`config.mk`:
```
export PLATFORM = sky130hd
export DESIGN_NAME = bash_cmd_exec
export DESIGN_NICKNAME = d
export VERILOG_FILES = /design/src/rtl/bash_pkg.sv /design/src/rtl/bash_str_rom.sv /design/src/rtl/bash_cmd_exec.sv
export SDC_FILE = /design/constraint.sdc
export NUM_CORES = 2
export LEC_CHECK = 0
export ABC_CLOCK_PERIOD_IN_PS = 8300
export CORE_UTILIZATION = 55
export DETAILED_ROUTE_END_ITERATION = 12
export PLACE_DENSITY = 0.71
export SYNTH_ARGS = -nofsm -noshare
export SYNTH_HDL_FRONTEND = slang
export SYNTH_SLANG_ARGS = --single-unit
```
`constraint.sdc`:
```
create_clock -name clk -period 8.3 [get_ports clk]
set_clock_uncertainty 0.15 [all_clocks]
set_input_delay 0.83 -clock clk [delete_from_list [all_inputs] [get_ports clk]]
set_output_delay 0.83 -clock clk [all_outputs]
set_load 0.1 [all_outputs]
```
`src/rtl/bash_pkg.sv`:
```
// Shared types, limits and reply strings for the bash command executor.
// Pure declarations: no logic, no timing.
package bash_pkg;

    localparam int MAX_CMD_LEN   = 32;
    localparam int MAX_REPLY_LEN = 64;
    localparam int HELLO_LEN     = 18;
    localparam int UNK_LEN       = 17;

    localparam logic [8*HELLO_LEN-1:0] HELLO_STR = "Hello from SSshell";
    localparam logic [8*UNK_LEN-1:0]   UNK_STR   = "unknown command: ";
    localparam logic [8*5-1:0]         ECHO_KW   = "echo ";
    localparam logic [8*5-1:0]         HELLO_KW  = "hello";
    localparam logic [8*6-1:0]         UPPER_KW  = "upper ";

    typedef enum logic [2:0] {IDLE, RX, RX_DRAIN, PARSE, BUILD, TX, SOLVE} state_t;
    typedef enum logic [2:0] {K_NONE, K_ECHO, K_HELLO, K_UNKNOWN, K_UPPER} rsp_kind_t;

    function automatic logic [7:0] to_upper(input logic [7:0] c);
        return (c >= 8'h61 && c <= 8'h7a) ? c - 8'h20 : c;
    endfunction

endpackage

```
`src/rtl/bash_str_rom.sv`:
```
// Combinational index -> byte lookup of the fixed reply strings; zero latency,
// no flow control. Out-of-range indices read as 0.
module bash_str_rom
    import bash_pkg::*;
(
    input  logic       sel_hello,
    input  logic [4:0] idx,
    output logic [7:0] data
);

    always_comb begin
        data = 8'h00;
        if (sel_hello) begin
            if (idx < 5'(HELLO_LEN))
                data = HELLO_STR[8*(HELLO_LEN-1-int'(idx)) +: 8];
        end else begin
            if (idx < 5'(UNK_LEN))
                data = UNK_STR[8*(UNK_LEN-1-int'(idx)) +: 8];
        end
    end

endmodule

```
`src/rtl/bash_cmd_exec.sv`:
```
// Pulls a line from the terminal, decodes it, streams a 0-terminated reply, then waits in SOLVE;
// empty line reaches in_solved 3 cycles after ready. TX holds on terminal stall. CMD_UPPER_EN adds "upper".
module bash_cmd_exec
    import bash_pkg::*;
(
    input  logic       clk,
    input  logic       clrn,
    input  logic       out_newASCII_ready,
    input  logic [5:0] out_lineLen,
    input  logic [7:0] lineOut,
    output logic       lineOut_nextASCII,
    output logic [7:0] lineIn,
    output logic       in_newASCII_ready,
    input  logic       lineIn_nextASCII,
    output logic       in_solved,
    input  logic       out_solved,
    output logic       busy
);

    state_t     state;
    rsp_kind_t  kind;
    rsp_kind_t  dec_kind;
    logic [5:0] len;
    logic [5:0] rx_cnt;
    logic       rx_gap;
    logic [6:0] tx_len;
    logic [6:0] tx_idx;
    logic [6:0] raw_len;
    logic [6:0] clen;
    logic [7:0] build_byte;
    logic [7:0] rom_dat;
    logic [4:0] e_idx;
    logic [4:0] u_idx;
    logic       is_echo;
    logic       is_hello;
    logic       is_upper;
    logic [7:0] cmd [MAX_CMD_LEN];
    logic [7:0] rsp [MAX_REPLY_LEN+1];

    assign busy  = (state != IDLE);
    assign e_idx = tx_len[4:0] + 5'd5;
    assign u_idx = tx_len[4:0] - 5'd17;

    bash_str_rom u_rom (
        .sel_hello (kind == K_HELLO),
        .idx       (tx_len[4:0]),
        .data      (rom_dat)
    );

    always_comb begin
        is_echo  = (len >= 6'd5) && ({cmd[0], cmd[1], cmd[2], cmd[3], cmd[4]} == ECHO_KW);
        is_hello = (len == 6'd5) && ({cmd[0], cmd[1], cmd[2], cmd[3], cmd[4]} == HELLO_KW);
`ifdef CMD_UPPER_EN
        is_upper = (len >= 6'd6) && ({cmd[0], cmd[1], cmd[2], cmd[3], cmd[4], cmd[5]} == UPPER_KW);
`else
        is_upper = 1'b0;
`endif
        if (len == 6'd0)   dec_kind = K_NONE;
        else if (is_echo)  dec_kind = K_ECHO;
        else if (is_hello) dec_kind = K_HELLO;
        else if (is_upper) dec_kind = K_UPPER;
        else               dec_kind = K_UNKNOWN;
    end

    // Reply content length (terminator excluded) and the byte for position tx_len.
    always_comb begin
        raw_len    = 7'd0;
        build_byte = 8'h00;
        case (kind)
            K_ECHO: begin
                raw_len    = {1'b0, len} - 7'd5;
                build_byte = cmd[e_idx];
            end
            K_HELLO: begin
                raw_len    = 7'(HELLO_LEN);
                build_byte = rom_dat;
            end
            K_UNKNOWN: begin
                raw_len    = 7'(UNK_LEN) + {1'b0, len};
                build_byte = (tx_len < 7'(UNK_LEN)) ? rom_dat : cmd[u_idx];
            end
`ifdef CMD_UPPER_EN
            K_UPPER: begin
                raw_len    = {1'b0, len} - 7'd6;
                build_byte = to_upper(cmd[tx_len[4:0] + 5'd6]);
            end
`endif
            default: begin
                raw_len    = 7'd0;
                build_byte = 8'h00;
            end
        endcase
        clen = (raw_len > 7'(MAX_REPLY_LEN)) ? 7'(MAX_REPLY_LEN) : raw_len;
    end

    always_ff @(posedge clk or negedge clrn) begin
        if (!clrn) begin
            state             <= IDLE;
            kind              <= K_NONE;
            len               <= '0;
            rx_cnt            <= '0;
            rx_gap            <= 1'b0;
            tx_len            <= '0;
            tx_idx            <= '0;
            lineOut_nextASCII <= 1'b0;
            lineIn            <= 8'h00;
            in_newASCII_ready <= 1'b0;
            in_solved         <= 1'b0;
            for (int i = 0; i < MAX_CMD_LEN; i++)     cmd[i] <= 8'h00;
            for (int i = 0; i <= MAX_REPLY_LEN; i++)  rsp[i] <= 8'h00;
        end else begin
            lineOut_nextASCII <= 1'b0;
            case (state)
                IDLE: if (out_newASCII_ready) begin
                    len    <= (out_lineLen > 6'(MAX_CMD_LEN)) ? 6'(MAX_CMD_LEN) : out_lineLen;
                    rx_cnt <= '0;
                    rx_gap <= 1'b0;
                    state  <= RX;
                end
                // Every sample is followed by a gap so the terminal can advance its index.
                RX: if (rx_gap) begin
                    rx_gap <= 1'b0;
                end else if (rx_cnt == len) begin
                    state <= (len == 6'd0) ? PARSE : RX_DRAIN;
                end else if (lineOut == 8'h00) begin
                    len   <= rx_cnt;
                    state <= RX_DRAIN;
                end else begin
                    cmd[rx_cnt[4:0]]  <= lineOut;
                    rx_cnt            <= rx_cnt + 6'd1;
                    lineOut_nextASCII <= 1'b1;
                    rx_gap            <= 1'b1;
                end
                RX_DRAIN: if (!out_newASCII_ready) state <= PARSE;
                PARSE: begin
                    kind   <= dec_kind;
                    tx_len <= '0;
                    tx_idx <= '0;
                    if (dec_kind == K_NONE) begin
                        in_solved <= 1'b1;
                        state     <= SOLVE;
                    end else begin
                        state <= BUILD;
                    end
                end
                BUILD: if (tx_len == clen) begin
                    rsp[tx_len]       <= 8'h00;
                    lineIn            <= (tx_len == 7'd0) ? 8'h00 : rsp[0];
                    in_newASCII_ready <= 1'b1;
                    state             <= TX;
                end else begin
                    rsp[tx_len] <= build_byte;
                    tx_len      <= tx_len + 7'd1;
                end
                TX: if (lineIn_nextASCII) begin
                    if (tx_idx == tx_len) begin
                        in_newASCII_ready <= 1'b0;
                        lineIn            <= 8'h00;
                        in_solved         <= 1'b1;
                        state             <= SOLVE;
                    end else begin
                        tx_idx <= tx_idx + 7'd1;
                        lineIn <= rsp[tx_idx + 7'd1];
                    end
                end
                SOLVE: if (out_solved) begin
                    in_solved <= 1'b0;
                    state     <= IDLE;
                end
                default: state <= IDLE;
            endcase
        end
    end

endmodule
```
==> results by stage <==
Outcome:
- The flow ran to the end, and the final reports show no timing, DRC or antenna violations.

Global route:
- The total global routing track utilization is 30.7%.
- The via count of the first global-routing pass is 30100.
- The first global-routing pass estimated 180000 um of wire.
- The initial antenna violation count was 1.
- The residual overflow from global routing is 0.
- Entering global routing, the biggest net connects 180 pins.

Final layout:
- The count of antenna diodes in the layout is 0.
- The area growth from synthesis to final layout is 9.98%.
- After routing the design area is 45400 um^2.
- The fraction of layout instances using a drive strength above 1 is 24.3%.
- The total number of nets in the final design is 3599.
- The core utilization of the finished layout is 61.1%.

STA:
- At the pin with the least slew margin, the transition time is 1430 ps.
- The final-report hold violation count came to 0.
- Setup violations remaining at the end of the flow were counted as 0.
- The achievable clock frequency is 0.171 GHz.
- After layout, the minimum clock period comes to 5860 ps.
- The final critical path takes up 70.7% of the cycle.
- The final-layout setup total negative slack is 0 ps.
- The worst slew margin relative to its limit is 4.65%.
- The number of max-slew violations in the final report is 0.
- The minimum setup slack in the final design is 2440 ps.
- Setup repair after global routing left no endpoint under its margin.

Synth:
- The synthesized netlist devotes 0.761% of its cell area to XOR and XNOR gates.
- The post-synthesis cell type with the largest combined area is sky130_fd_sc_hd__dfrtp_1.
- The yosys synthesis warning count is 0.
- The synthesized netlist devotes 11.2% of its cell area to compound gates.
- Summing the areas of all fa, ha and maj instances in the mapped netlist gives 0.479% of the synthesized area.
- The share of flip-flops with an asynchronous set or reset after synthesis is 100%.
- The post-synthesis sequential element count is 819.
- The synthesized netlist contains 82 unique library cells.
- Synthesis produced a netlist whose cell count is 3644.
- The area share of the leading cell type in the synthesized netlist is 49.7%.
- The multiplexer area fraction after synthesis is 23.5%.
- By area the synthesized netlist is led by sky130_fd_sc_hd__dfrtp_1 (50%), sky130_fd_sc_hd__mux4_2 (11%), sky130_fd_sc_hd__mux2_2 (11%).
- The per-instance average area after synthesis is 11.3 um^2.
- The synthesized area is 41300 um^2.
- The most used flip-flop cell after synthesis is sky130_fd_sc_hd__dfrtp_1.
- After synthesis, flip-flops and latches occupy 49.7% of the total area.
- The count of flip-flops with a built-in enable after synthesis is 0.
- The simple-gate share of the synthesized area is 11.2%.
- The number of nets handed over by synthesis was 3678.
- After synthesis, the largest family of logic cells by area is multiplexers.

Die:
- For this design the top-level I/O count stands at 31.
- The core region area is 74300 um^2.
- The floorplan step defined a die boundary enclosing 76100 um^2.
- The horizontal die dimension is 276 um.
- Row generation in the floorplan step produced 100 rows.
- The height of the chip is 276 um.
- For this configuration, the core starts out at a cell density of 55.5%.

Drt:
- In this run, the number of DRC markers left after iteration 0 of detailed routing was 3159.
- For this block, wires on met1 add up to 47000 um.
- Using the TritonRoute via totals, the vias-per-cell ratio works out to 6.53.
- The detailed router placed 30100 vias in this run.
- The pre-antenna-repair detailed-routing pass consisted of 6 iterations.
- In the final routed layout, each cell accounts on average for 24.8 um.
- Wire segments on met2 add up to 54900 um in the final route.
- Wires add up to 114000 um.
- The detail route stage leaves a number of antenna-violating nets equal to 0.
- The highest routing layer actually used is met5.
- The met3 wire length is 7690 um.
- In the routed design, unresolved DRC markers number 0.

Placed design:
- Detailed placement ended at an HPWL of 73400 um.
- At the placement stage, the worst setup path has a slack of 2500 ps.
- The placed instances occupy a cell area of 42300 um^2.
- The routability-driven placement congestion ratio is 0.912.
- The count of input and output buffers is 30.

Clock tree:
- TritonCTS built the clock tree.
- The H-tree was split into 3 levels.
- Counting along the longest clock path gives a buffer depth of 3.
- In this run the clock root is driven by a sky130_fd_sc_hd__clkbuf_16.
- Once the clock tree was built, the setup fixing pass inserted 0 buffers.
- Counting the buffers created by CTS gives 89.
- The clock slew seen by the registers of the worst setup and hold paths is 60 ps.
- After clock tree synthesis, the repair step resized 0 gates.
- The clock reaches the later pin of the worst-skew pair after 680 ps.
- CTS saw 819 sinks.
- The quantity of hold-fixing buffers added after cts is 0.

Power and ir drop:
- The areal power density over the cells is 315 nW/um^2.
- The analysis attributes to cell leakage a power of 0.0199 uW.
- The maximum ir drop on the vdd rail is 389 uV.
- Summing internal, switching and leakage power gives 14300 uW.

Worst setup path:
- The worst setup path is launched from a register.
- The standard cell with the maximum stage delay on the critical path is sky130_fd_sc_hd__a211oi_4.
- The most numerous cell type found on the critical path is sky130_fd_sc_hd__o21ai_0.
- The cell family contributing the most delay on the critical path is compound AO/OA/AOI/OAI gates.
- Data on the critical path arrives at its endpoint at 6220 ps.
- The type of the worst setup path is reg -> reg.
- The critical path goes through inv_1 -> ha_4 -> buf_4 -> nor4_1 -> o21ai_0 -> o21ai_0 -> a211oi_4 -> buf_4 -> o21ai_0.
- Of all nets on the critical path, the largest fanout is 72.
- The count of buffering cells on the critical path with inverters included is 3.
- The type of element capturing the critical path is a register.
- For the worst setup path, the data required time is 8650 ps.
- In this design, the stage delay of the slowest critical-path cell is 1200 ps.

Min path:
- The path class of the tightest hold or removal check is in -> async.

Job:
- The tool flagged a number of max-cap violations equal to 0.
## Yosys cell counts, drive strengths merged (8+ instances only)
cell type and instances:
mux2 398, inv 18, nor2b 12, nor4 15
dfrtp 819, nand4 31, xor2 14, o22ai 16
nor3b 14, nand3 53, a211oi 29, ha 15
buf 109, mux2i 50, o21ai 509, clkbuf 147
nor2 162, a21oi 25, a31oi 10, o2111ai 8
and2 18, mux4 210, a311oi 9, o31ai 72
nor3 48, nand2b 8, o211ai 9, nand2 680
a22oi 10, xnor2 21, and3 14
## registers in the layout, indices dropped and copies added (netlist names)
signal	flops
rsp	520
cmd	256
in_solved	1
tx_idx	7
lineOut_nextASCII	1
tx_len	7
state	3
len	6
in_newASCII_ready	1
lineIn	8
rx_cnt	6
kind	2
rx_gap	1
## per-layer routing
layer  GRT usage [%]  vias up
li1                -    13100
met1            42.3    15400
met2            49.2     1240
met3            4.65      280
met4            12.7        2
met5               0        -
## power by group
part | internal, uW | switching, uW
registers | 4190 | 364
logic | 1670 | 3920
clock network | 2440 | 1710
## kinds of logic (layout without fill, tap and decap cells)
logic type	count (synthesis)	after routing
simple gates	1084	1084
mux	658	658
xor+xnor	35	35
compound gates	756	756
flops	819	819
buf+inv	276	269
fa+ha+maj	16	16
## area by class of cell
class / count / area, um^2
Clock inverter: 31 / 455
Timing Repair Buffer: 86 / 788
Fill cell: 5930 / 28900
Tap cell: 969 / 1210
Sequential cell: 819 / 20500
Inverter: 20 / 75.1
Clock buffer: 132 / 2640
Multi-Input combinational cell: 2549 / 19700
## layout by cell type, fill, tap and decap left out, types with 15 or more instances in the layout
master	n
sky130_fd_sc_hd__dfrtp_1	817
sky130_fd_sc_hd__nand2_1	680
sky130_fd_sc_hd__o21ai_0	449
sky130_fd_sc_hd__mux2_2	398
sky130_fd_sc_hd__mux4_2	210
sky130_fd_sc_hd__nor2_1	161
sky130_fd_sc_hd__clkbuf_16	90
sky130_fd_sc_hd__o21ai_1	59
sky130_fd_sc_hd__nand3_1	52
sky130_fd_sc_hd__buf_4	51
sky130_fd_sc_hd__mux2i_1	50
sky130_fd_sc_hd__nor3_1	44
sky130_fd_sc_hd__o31ai_2	42
sky130_fd_sc_hd__nand4_1	31
sky130_fd_sc_hd__o31ai_1	30
sky130_fd_sc_hd__clkdlybuf4s50_1	29
sky130_fd_sc_hd__a21oi_1	25
sky130_fd_sc_hd__a211oi_1	25
sky130_fd_sc_hd__clkbuf_8	23
sky130_fd_sc_hd__clkbuf_1	19
sky130_fd_sc_hd__inv_1	18
sky130_fd_sc_hd__and2_1	18
sky130_fd_sc_hd__xnor2_1	16
sky130_fd_sc_hd__o22ai_1	15
## worst reg2reg max path, delay by kind of cell (launching register included)
| kind | cells | cell delay, ps |
|---|---|---|
| AO/OA/AOI/OAI | 4 | 1960 |
| flip-flops | 1 | 930 |
| AND/OR/NAND/NOR | 1 | 150 |
| adder cells (fa/ha/maj) | 1 | 690 |
| buffers and inverters | 3 | 1840 |
## path summary, 6_finish.rpt
kind	startpoint	depth (start not counted)	endpoint	slack, ps
worst max-delay path	tx_len[0]	9	rsp[149]	2440
worst min-delay path	clrn	1	rsp[201]	60
worst max register to register	tx_len[0]	9	rsp[149]	2440
worst min register to register	rsp[208]	2	rsp[208]	320
max in group asynchronous	clrn	3	cmd[66]	5810
min in group clk	rsp[208]	2	rsp[208]	320
## metrics by stage
stage,hold WS [ps],cells
5_1_grt,118,4606
4_1_cts,72.2,4606
6_report,60.1,4606
2_1_floorplan,293,3644
3_5_place_dp,311,4443
3_3_place_gp,305,4443
Power figures use the tool's default switching activity.
